File: src/rtl/pc_seq_pkg.sv
// Shared widths, reset PC and FSM encoding for the PC sequencer.
package pc_seq_pkg;

  localparam int unsigned PC_W  = 8;
  localparam int unsigned CNT_W = 16;

  localparam logic [PC_W-1:0]  RESET_PC = 8'h00;
  localparam logic [CNT_W-1:0] CNT_MAX  = '1;

  typedef enum logic [1:0] {
    S_IDLE  = 2'b00,
    S_FETCH = 2'b01,
    S_EXEC  = 2'b10,
    S_HALT  = 2'b11
  } seq_state_e;

  // Sequential successor of a PC, wrapping modulo 2**PC_W.
  function automatic logic [PC_W-1:0] pc_inc(input logic [PC_W-1:0] pc);
    return pc + PC_W'(1);
  endfunction

endpackage

File: src/rtl/pc_next_calc.sv
// Next-PC selection: hold, halt, jump, taken branch or sequential step.
module pc_next_calc
  import pc_seq_pkg::*;
(
  input  logic            advance,
  input  logic            is_halt,
  input  logic            is_jump,
  input  logic            is_branch,
  input  logic            br_cond,
  input  logic [PC_W-1:0] pc_cur,
  input  logic [PC_W-1:0] target,
  output logic [PC_W-1:0] next_pc
);

  logic [PC_W-1:0] pc_seq;
  logic [PC_W-1:0] pc_br;

  // Offset is as wide as the PC, so sign extension vanishes modulo 2**PC_W.
  assign pc_seq = pc_inc(pc_cur);
  assign pc_br  = pc_seq + target;

  always_comb begin
    next_pc = pc_cur;
    if (advance) begin
      if (is_halt) begin
        next_pc = pc_cur;
      end else if (is_jump) begin
        next_pc = target;
      end else if (is_branch && br_cond) begin
        next_pc = pc_br;
      end else begin
        next_pc = pc_seq;
      end
    end
  end

endmodule

File: src/rtl/pc_sequencer.sv
// Fetch/execute sequencer driving an external PC register and an instruction fetch port.
module pc_sequencer
  import pc_seq_pkg::*;
(
  input  logic             clk,
  input  logic             rst,
  input  logic             start,
  input  logic [PC_W-1:0]  pc_cur,
  output logic [PC_W-1:0]  next_pc,
  output logic             fetch_req,
  output logic [PC_W-1:0]  fetch_addr,
  input  logic             fetch_ack,
  output logic             instr_load,
  input  logic             is_halt,
  input  logic             is_jump,
  input  logic             is_branch,
  input  logic             br_cond,
  input  logic [PC_W-1:0]  target,
  input  logic             stall,
  output logic             halted,
  output logic [CNT_W-1:0] retired,
  output logic [1:0]       state
);

  seq_state_e st;
  logic       advance;

  // Fetch-side strobes decode straight from state so a reset clears them without a clock.
  assign advance    = (st == S_EXEC) && !stall;
  assign fetch_req  = (st == S_FETCH);
  assign instr_load = fetch_req && fetch_ack;
  assign fetch_addr = pc_cur;
  assign state      = st;

  pc_next_calc u_next (
    .advance   (advance),
    .is_halt   (is_halt),
    .is_jump   (is_jump),
    .is_branch (is_branch),
    .br_cond   (br_cond),
    .pc_cur    (pc_cur),
    .target    (target),
    .next_pc   (next_pc)
  );

  always_ff @(posedge clk or posedge rst) begin
    if (rst) begin
      st      <= S_IDLE;
      halted  <= 1'b0;
      retired <= '0;
    end else begin
      case (st)
        S_IDLE: begin
          if (start) st <= S_FETCH;
        end
        S_FETCH: begin
          if (fetch_ack) st <= S_EXEC;
        end
        S_EXEC: begin
          if (!stall) begin
            // Halt retires like any other instruction; the count sticks at its maximum.
            if (retired != CNT_MAX) retired <= retired + CNT_W'(1);
            if (is_halt) begin
              st     <= S_HALT;
              halted <= 1'b1;
            end else begin
              st <= S_FETCH;
            end
          end
        end
        S_HALT: begin
          st <= S_HALT;
        end
        default: begin
          st <= S_IDLE;
        end
      endcase
    end
  end

endmodule

File: config.mk
export PLATFORM = sky130hd
export DESIGN_NAME = pc_sequencer
export DESIGN_NICKNAME = d
export VERILOG_FILES = /design/src/rtl/pc_seq_pkg.sv /design/src/rtl/pc_next_calc.sv /design/src/rtl/pc_sequencer.sv
export SDC_FILE = /design/constraint.sdc
export NUM_CORES = 1
export LEC_CHECK = 0
export ABC_AREA = 1
export ABC_CLOCK_PERIOD_IN_PS = 3700
export BUFFER_PORTS_ARGS = -buffer_cell sky130_fd_sc_hd__buf_2
export CORE_ASPECT_RATIO = 1.5
export CORE_MARGIN = 4
export CORE_UTILIZATION = 40
export DETAILED_ROUTE_END_ITERATION = 10
export GPL_TIMING_DRIVEN = 0
export PLACE_DENSITY = 0.66
export SYNTH_ARGS = -nofsm -noshare
export SYNTH_HDL_FRONTEND = slang
export SYNTH_SLANG_ARGS = --single-unit
export TNS_END_PERCENT = 1
File: constraint.sdc
create_clock -name clk -period 3.7 [get_ports clk]
set_input_delay 0.185 -clock clk [delete_from_list [all_inputs] [get_ports clk]]
set_output_delay 0.185 -clock clk [all_outputs]
set_load 0.01 [all_outputs]
==> results of run 1 <==
cell families after synthesis:
family                   after synthesis  synth area share
flip-flops                            19             0.266
adder cells (fa/ha/maj)               11            0.0813
XOR/XNOR                              19            0.0932
buffers and inverters                 49             0.124
AND/OR/NAND/NOR                      130             0.326
AO/OA/AOI/OAI                         35             0.109
flip-flops by register name, indices dropped and copies added (netlist names):
signal and count:
halted 1, retired 16, state 2
path summary, 6_finish.rpt:
path	to	from	cells after the start	slack, ns
hold / removal	retired[1]$_DFFE_PP0P_	rst	2	0.02
hold reg to reg	halted$_DFFE_PP0P_	halted$_DFFE_PP0P_	1	0.46
min in group clk	halted$_DFFE_PP0P_	is_halt	2	0.17
max in group asynchronous	retired[6]$_DFFE_PP0P_	rst	2	3.23
setup / recovery	next_pc[7]	pc_cur[0]	20	1.29
setup reg to reg	retired[14]$_DFFE_PP0P_	retired[0]$_DFFE_PP0P_	9	2.01
worst max-delay path, cell delays in order:
cell and delay, ns:
buf_2 0.13, ha_1 0.21, nand2_1 0.09, inv_1 0.05, nand2_1 0.07, xor2_1 0.19
inv_1 0.06, ha_1 0.33, nand2_1 0.13, nand2_1 0.06, nand2_1 0.05, nand2_1 0.04
inv_1 0.04, nand2_1 0.10, nand3_1 0.11, nand3_1 0.07, nand2_1 0.08, nand2_1 0.04
nand2_1 0.05, buf_2 0.12
cell type report:
| cell class | instances | area [um^2] |
|---|---|---|
| clock buffer | 4 | 45.0 |
| timing repair buffer | 60 | 300 |
| buffer | 11 | 78.8 |
| sequential | 19 | 475 |
| inverter | 38 | 143 |
| multi-input combinational | 195 | 1090 |
| tap | 46 | 57.6 |
| fill | 450 | 2090 |
cell usage in the layout, fill, tap and decap left out, drive strengths merged:
cell type  synthesis  final
dfrtp             19     19
a21o               2      2
o22ai              2      2
o211ai             3      3
ha                10     10
clkbuf             2      6
nand3             22     22
o21ai             12     12
nor2              26     26
nor3               7      7
nand3b             1      1
xnor2              7      7
nand4              4      4
a21oi             15     15
inv               37     37
fa                 1      1
clkinv             1      1
xor2              12     12
nand2             70     70
o311ai             1      1
buf                9     69
power breakdown:
group / switching [W] / total (W) / internal, W / leakage (nW)
Combinational: 0.000208 / 0.000355 / 0.000147 / 0.950
Clock: 0.0000690 / 0.000146 / 0.0000768 / 0.0228
Sequential: 0.0000479 / 0.000294 / 0.000246 / 0.244
synth_stat cells:
cell type	count
a21o_2	1
nor2_2	1
fa_1	1
inv_2	1
inv_1	36
clkinv_1	1
ha_1	10
o22ai_1	2
a21oi_1	15
o311ai_0	1
nor2_1	24
nand3_1	21
nor3_1	4
nand2_2	3
xor2_1	12
nor3_2	2
o211ai_1	3
nand3_2	1
buf_6	1
nor3_4	1
o21ai_1	1
buf_4	8
nand4_1	4
clkbuf_1	2
nand2_1	67
xnor2_1	7
dfrtp_1	19
nor2_4	1
nand3b_1	1
a21o_1	1
o21ai_0	11
stage by stage:
stage	util	cell area (um^2)	hold WS [ns]
floorplan	-	1790	0.136
finish	0.511	2190	0.0238
global placement	0.501	2140	0.342
detailed placement	0.501	2140	0.339
CTS	0.511	2190	0.0607
global route	0.511	2190	0.0821
routing by layer:
layer / GRT usage / vias up
met5: 0 / -
met1: 0.178 / 832
met4: 0.0608 / 0
met2: 0.311 / 56
li1: - / 964
met3: 0.0324 / 9
==> impl_metrics.csv, run 1 <==
group,metric,value,unit
run_status,status,"finished, final reports clean",
critical_path,critPathKind,"in2out",
cells_and_area,final-instance-count-excl-fill,373,
place,placed_cells,369,
place,port-buffer-count,60,
die,initial_core_util,0.417,
die,fp-row-count,29,
clocking,cts.htree.levels,1,
power,powerDensity,363,mW/mm^2
cells_and_area,drive_above_1_share,0.254,
logic_synthesis,synth_top_area_cell,"dfrtp_1",
die,io_pins,62,
timing,finalSetupViolCount,0,
timing,fin_crit,2.41,ns
cells_and_area,areaGrowthSynthToFinish,22.6,%
critical_path,endpoint_kind,"output port",
place,gp_congestion,0.842,
routing,met3WireLength,253,um
timing,skew,0.00235,ns
power,leakage,1.22,nW
logic_synthesis,synth_top_area_share,0.266,
logic_synthesis,yosys-top-cells-area,"dfrtp_1 27%, nand2_1 14%, inv_1 7.6%, ha_1 7.0%, nand3_1 5.9%",
global_routing,grt_pass1_vias,1778,
clocking,clk_pin_slew,0.07,ns
die,die_w,62.6,um
routing,wl_met1,1770,um
routing,routed_wl,4420,um
routing,ant_nets,0,
logic_synthesis,synth_area,0.00179,mm^2
logic_synthesis,avgSynthCellArea,6.79,um^2
min_path,hp-class,"in2async",
place,dpl_worst_slack,1.28,ns
logic_synthesis,synth_fp_nets,299,
routing,top_layer,"met4",
clocking,cts_root_buffer,"clkbuf_8",
cells_and_area,antenna-diode-count,0,
critical_path,required,3.51,ns
timing,rsz0062_at_grt,"false",
power,ir_worst_vdd,0.315,mV
clocking,cts_resized,0,
clocking,numCtsBuffers,3,
routing,drc_errors,0,
global_routing,grt_pass1_wl,7670,um
clocking,tritoncts,"built",
power,p_total,0.000794,W
timing,setup_ws,1.29,ns
critical_path,start_kind,"primary input",
timing,fin_tns_setup,0,ns
run,max-cap-violations,0,
logic_synthesis,ys_seq_elements,19,
routing,wl_per_cell,11.9,um
timing,fin_crit_sh,0.651,
timing,worstMarginPinSlew,0.706,ns
routing,dr_wl_met2,2330,um
critical_path,arrival,2.22,ns
clocking,cts_sinks,19,
logic_synthesis,synthCells,263,
die,die_area,0.00562,mm^2
global_routing,gr-usage-all-layers,0.165,
timing,drv_slew,0,
timing,slew_headroom,0.529,
routing,drt_pass1_iterations,4,
die,die_h,89.8,um
global_routing,antenna_found_initial,0,
clocking,cts_hold_buf,0,
logic_synthesis,yosysWarnings,0,
logic_synthesis,synth_seq_area_share,0.266,
critical_path,critPathMaxFanout,5,
place,hpwl,3710,um
timing,hold_viol,0,
routing,detailedRoute.firstIterationViolations,52,
routing,num_vias,1861,
global_routing,grt_max_degree,20,
routing,vias_per_cell,4.99,
timing,fmax,415,MHz
clocking,clkLatencyLatePin,0.26,ns
logic_synthesis,synth_cell_types,31,
clocking,clockBufferDepth,2,
clocking,postCtsSetupBuffers,0,
cells_and_area,fin_nets,364,
die,coreArea,0.00428,mm^2
global_routing,grt_overflow,0,
Note: power is estimated with default switching activity, not from simulation.
==> run 2: changes to the inputs <==
Settings changed: ABC_CLOCK_PERIOD_IN_PS 3700 to 2350.
Clock period 3.7 ns to 2.35 ns, I/O delays scaled along.
==> impl_metrics.csv, run 2 (synthesized netlist as in run 1, its figures left out) <==
group,metric,value,unit
run_status,status,"finished, final reports clean",
power,ir_worst_vdd,0.495,mV
global_routing,gr-usage-all-layers,0.166,
die,die_area,0.00562,mm^2
critical_path,critPathKind,"in2out",
timing,rsz0062_at_grt,"false",
power,p_comb_frac,0.455,
timing,worstMarginPinSlew,0.708,ns
power,clkPwrFrac,0.181,
critical_path,cp_slowest_cell,"ha_4",
die,fp-row-count,29,
power,power_frac_seq,0.365,
die,coreArea,0.00428,mm^2
cells_and_area,antenna-diode-count,0,
routing,detailedRoute.firstIterationViolations,36,
power,sw_frac_of_total,0.409,
power,leakage,1.22,nW
critical_path,endpoint_kind,"output port",
clocking,cts_root_buffer,"clkbuf_8",
timing,finalSetupViolCount,0,
clocking,cts.htree.levels,1,
global_routing,antenna_found_initial,0,
timing,slew_headroom,0.527,
cells_and_area,final_common_cell,"nand2_1",
routing,wl_per_cell,12.0,um
cells_and_area,top_register,"retired",
critical_path,cp-startpoint,"pc_cur[0]",
place,dpl_worst_slack,0.0614,ns
power,p_total,0.00127,W
clocking,clk_pin_slew,0.07,ns
critical_path,reg2reg_slack,0.66,ns
global_routing,grt_overflow,0,
timing,fin_crit_sh,0.894,
clocking,clkLatencyLatePin,0.26,ns
die,die_h,89.8,um
place,placed_cells,369,
routing,vias_per_cell,5.05,
clocking,numCtsBuffers,3,
critical_path,critPathMaxFanout,5,
critical_path,cpPeakStageDelay,0.28,ns
timing,fin_tns_setup,0,ns
critical_path,start_kind,"primary input",
place,gp_congestion,0.842,
cells_and_area,drive_above_1_share,0.287,
routing,ant_nets,0,
critical_path,cp_common_cell,"nand2_1",
min_path,hp-class,"in2reg",
place,port-buffer-count,60,
die,die_w,62.6,um
power,powerDensity,561,mW/mm^2
cells_and_area,fin_nets,365,
global_routing,grt_pass1_wl,7710,um
timing,hold_viol,0,
power,p_sw,0.000518,W
cells_and_area,largest_reg_flops,16,
routing,drt_pass1_iterations,4,
global_routing,grt_max_degree,20,
critical_path,rr_endpoint,"retired[14]$_DFFE_PP0P_",
cells_and_area,final_cell_mix,"64 x nand2_1, 60 x buf_2, 34 x inv_1, 24 x nor2_1, 21 x nand3_1",
timing,setup_ws,0.250,ns
run,max-cap-violations,0,
critical_path,path_cells,"buf_2 > ha_4 > nand2_1 > inv_1 > nand2_1 > xor2_2 > inv_2 > ha_4 > nand2_1 > nor2_1 > nand2_1 > nand2_2 > inv_1 > nand2_1 > nand3_1 > nand2_1 > nand2_1 > nand2_1 > buf_2",
timing,skew,0.00220,ns
critical_path,crit_end,"next_pc[7]",
timing,fmax,476,MHz
die,initial_core_util,0.417,
clocking,tritoncts,"built",
critical_path,required,2.23,ns
place,hpwl,3710,um
clocking,clockBufferDepth,2,
global_routing,grt_pass1_vias,1785,
routing,num_vias,1887,
power,cell_internal_pwr,0.000750,W
cells_and_area,final-instance-count-excl-fill,374,
cells_and_area,areaGrowthSynthToFinish,26.7,%
timing,drv_slew,0,
routing,routed_wl,4510,um
critical_path,r2r-start,"retired[0]$_DFFE_PP0P_",
critical_path,arrival,1.98,ns
die,io_pins,62,
critical_path,r2r_cells,9,
clocking,cts_sinks,19,
routing,drc_errors,0,
timing,fin_crit,2.10,ns
clocking,postCtsSetupBuffers,0,
## run 2: per-stage QoR
stage / utilization / cell area (um^2) / hold slack, ns
2_1_floorplan: - / 1790 / 0.0686
3_3_place_gp: 0.501 / 2140 / 0.275
3_5_place_dp: 0.501 / 2140 / 0.272
4_1_cts: 0.513 / 2200 / 0.105
5_1_grt: 0.528 / 2260 / 0.0981
6_report: 0.528 / 2260 / 0.101
## run 2: power groups by stage
stage          clock network [W]  registers, W  logic (W)
6_report                0.000229      0.000463   0.000576
3_3_place_gp                   0      0.000470   0.000560
3_5_place_dp                   0      0.000469   0.000565
5_1_grt                 0.000247      0.000477   0.000659
2_1_floorplan                  0      0.000488   0.000342
4_1_cts                 0.000234      0.000464   0.000569
## run 2: worst min path at each step
stage / to / start / slack (ns) / cells past startpoint
floorplan: halted$_DFFE_PP0P_ / rst / 0.07 / 1
global placement: retired[0]$_DFFE_PP0P_ / rst / 0.27 / 2
detailed placement: retired[0]$_DFFE_PP0P_ / rst / 0.27 / 2
CTS: halted$_DFFE_PP0P_ / is_halt / 0.10 / 2
global route: halted$_DFFE_PP0P_ / is_halt / 0.1 / 2
finish: halted$_DFFE_PP0P_ / is_halt / 0.10 / 2
## run 2: critical path: cells and delay by family
kind | cells | cell delay, ns
and+or+nand+nor | 11 | 0.80
xor gates and xnor gates | 1 | 0.20
adders and majority gates | 2 | 0.42
buffers and inverters | 5 | 0.44
## run 2: routing by layer
metal | part of all wire | routed length (um) | up-vias | global-route usage
li1 | - | - | 963 | -
met1 | 0.39 | 1780 | 858 | 0.179
met2 | 0.53 | 2400 | 59 | 0.313
met3 | 0.059 | 264 | 7 | 0.0324
met4 | 0.015 | 66 | 0 | 0.0608
met5 | 0 | 0 | - | 0
## run 2: layout make-up
class | instances | area (um^2)
Fill cell | 439 | 2020
Multi-Input combinational cell | 195 | 1150
Sequential cell | 19 | 475
Timing Repair Buffer | 61 | 310
Inverter | 38 | 143
Buffer | 11 | 78.8
Tap cell | 46 | 57.6
Clock buffer | 4 | 45.0
## run 2: timing repair
item | in CTS | in global routing
hold buffers | 1 | 0
gates resized for setup | 0 | 12
endpoints found under the setup margin | 0 | 2
endpoints found under the hold margin | 19 | 0
==> run 3: changes to the inputs <==
Settings changed: PLACE_DENSITY 0.66 to 0.71, RECOVER_POWER from default to 25.
==> impl_metrics.csv, run 3 (synthesized netlist as in run 1, its figures left out) <==
group,metric,value,unit
run_status,status,"finished, final reports clean",
power,p_sw,0.000518,W
critical_path,path_cells,"buf_2 > ha_1 > nand2_1 > inv_1 > nand2_1 > xor2_2 > inv_2 > ha_4 > nand2_1 > nand2_1 > nand2_1 > nand2_1 > inv_1 > nand2_2 > inv_1 > nand2_1 > nand3_1 > nand2_1 > nand2_1 > nand2_1 > buf_2",
clocking,clk_pin_slew,0.07,ns
global_routing,grt_pass1_wl,7510,um
clocking,numCtsBuffers,3,
global_routing,grt_pass1_vias,1749,
timing,fin_crit,2.16,ns
critical_path,cp_slowest_cell,"ha_4",
timing,setup_ws,0.189,ns
clocking,clkLatencyLatePin,0.26,ns
critical_path,arrival,2.04,ns
timing,worstMarginPinSlew,0.695,ns
place,hpwl,3730,um
cells_and_area,top_register,"retired",
global_routing,grt_max_degree,20,
place,gp_congestion,0.851,
timing,fmax,463,MHz
routing,num_vias,1836,
die,die_w,62.6,um
routing,routed_wl,4400,um
timing,whs,0.104,ns
global_routing,grt_overflow,0,
cells_and_area,final_common_cell,"nand2_1",
critical_path,path_buf_inv,6,
routing,drc_errors,0,
die,fp-row-count,29,
cells_and_area,largest_reg_flops,16,
power,power_frac_seq,0.372,
global_routing,antenna_found_initial,0,
cells_and_area,drive_above_1_share,0.238,
place,port-buffer-count,60,
cells_and_area,areaGrowthSynthToFinish,24.1,%
timing,slew_headroom,0.536,
clocking,cts_sinks,19,
min_path,hp-class,"in2reg",
run,max-cap-violations,0,
cells_and_area,fill_cells,448,
power,powerDensity,566,mW/mm^2
die,initial_core_util,0.417,
critical_path,cp_common_cell,"nand2_1",
routing,wl_per_cell,11.8,um
timing,fin_crit_sh,0.920,
power,p_comb_frac,0.449,
die,io_pins,62,
timing,skew,0.00789,ns
die,coreArea,0.00428,mm^2
power,sw_frac_of_total,0.413,
critical_path,crit_family,"simple AND/OR/NAND/NOR gates",
critical_path,endpoint_kind,"output port",
critical_path,critPathMaxFanout,5,
clocking,clockBufferDepth,2,
clocking,tritoncts,"built",
critical_path,cpPeakStageDelay,0.28,ns
timing,finalSetupViolCount,0,
critical_path,start_kind,"primary input",
power,clkPwrFrac,0.179,
die,die_area,0.00562,mm^2
power,leakage,1.19,nW
timing,hold_viol,0,
critical_path,required,2.23,ns
cells_and_area,fin_nets,365,
routing,vias_per_cell,4.91,
critical_path,critPathKind,"in2out",
cells_and_area,antenna-diode-count,0,
die,die_h,89.8,um
clocking,cts_root_buffer,"clkbuf_8",
place,dpl_worst_slack,0.0635,ns
clocking,cts.htree.levels,1,
global_routing,gr-usage-all-layers,0.160,
timing,drv_slew,0,
routing,detailedRoute.firstIterationViolations,74,
routing,drt_pass1_iterations,4,
cells_and_area,final_cell_mix,"66 x nand2_1, 49 x buf_2, 35 x inv_1, 24 x nor2_1, 21 x nand3_1",
power,ir_worst_vdd,0.625,mV
routing,ant_nets,0,
power,cell_internal_pwr,0.000735,W
[run 3: routing by layer]
metal	routed length, um	share of wire	GRT usage	vias up
met4	48	0.011	0.0442	0
met1	1730	0.39	0.160	808
met3	243	0.055	0.0274	5
met5	0	0	0	-
met2	2370	0.54	0.326	59
li1	-	-	-	964
[run 3: cell type report]
| type | instances | area [um^2] | area share |
|---|---|---|---|
| inverter | 38 | 143 | 0.0644 |
| timing repair buffer | 61 | 297 | 0.134 |
| multi-input combinational | 195 | 1120 | 0.505 |
| clock buffer | 3 | 41.3 | 0.0186 |
| buffer | 11 | 78.8 | 0.0356 |
| tap | 46 | 57.6 | 0.0260 |
| clock inverter | 1 | 5.00 | 0.00226 |
| sequential | 19 | 475 | 0.215 |
[run 3: worst paths after layout]
kind	cells past startpoint	to	start	slack [ns]
worst max-delay path	21	next_pc[7]	pc_cur[0]	0.19
worst min-delay path	2	halted$_DFFE_PP0P_	is_halt	0.10
worst max register to register	9	retired[14]$_DFFE_PP0P_	retired[0]$_DFFE_PP0P_	0.68
worst min register to register	1	halted$_DFFE_PP0P_	halted$_DFFE_PP0P_	0.46
max in group asynchronous	3	retired[10]$_DFFE_PP0P_	rst	1.40
min in group asynchronous	3	retired[14]$_DFFE_PP0P_	rst	0.51
[run 3: what timing repair did]
action                     4_1_cts  5_1_grt
resized for setup                0        5
buffers inserted                 0        0
setup endpoints to repair        0        2
hold endpoints to repair        11        0
hold buffers                     1        0
[run 3: metrics by stage]
stage	util	setup TNS, ns	cells	area, um^2	power (W)
6_report	0.518	0	374	2220	0.00125
5_1_grt	0.518	-0.00643	374	2220	0.00137
4_1_cts	0.514	0	374	2200	0.00127
3_5_place_dp	0.501	0	369	2140	0.00104
3_3_place_gp	0.501	0	369	2140	0.00102
2_1_floorplan	-	0	263	1790	0.000830
[run 3: power groups by stage]
stage | Sequential (W) | Combinational (W) | Clock, W
floorplan | 0.000488 | 0.000342 | 0
finish | 0.000467 | 0.000562 | 0.000224
global route | 0.000480 | 0.000637 | 0.000249
detailed placement | 0.000472 | 0.000565 | 0
global placement | 0.000471 | 0.000554 | 0
CTS | 0.000466 | 0.000568 | 0.000233
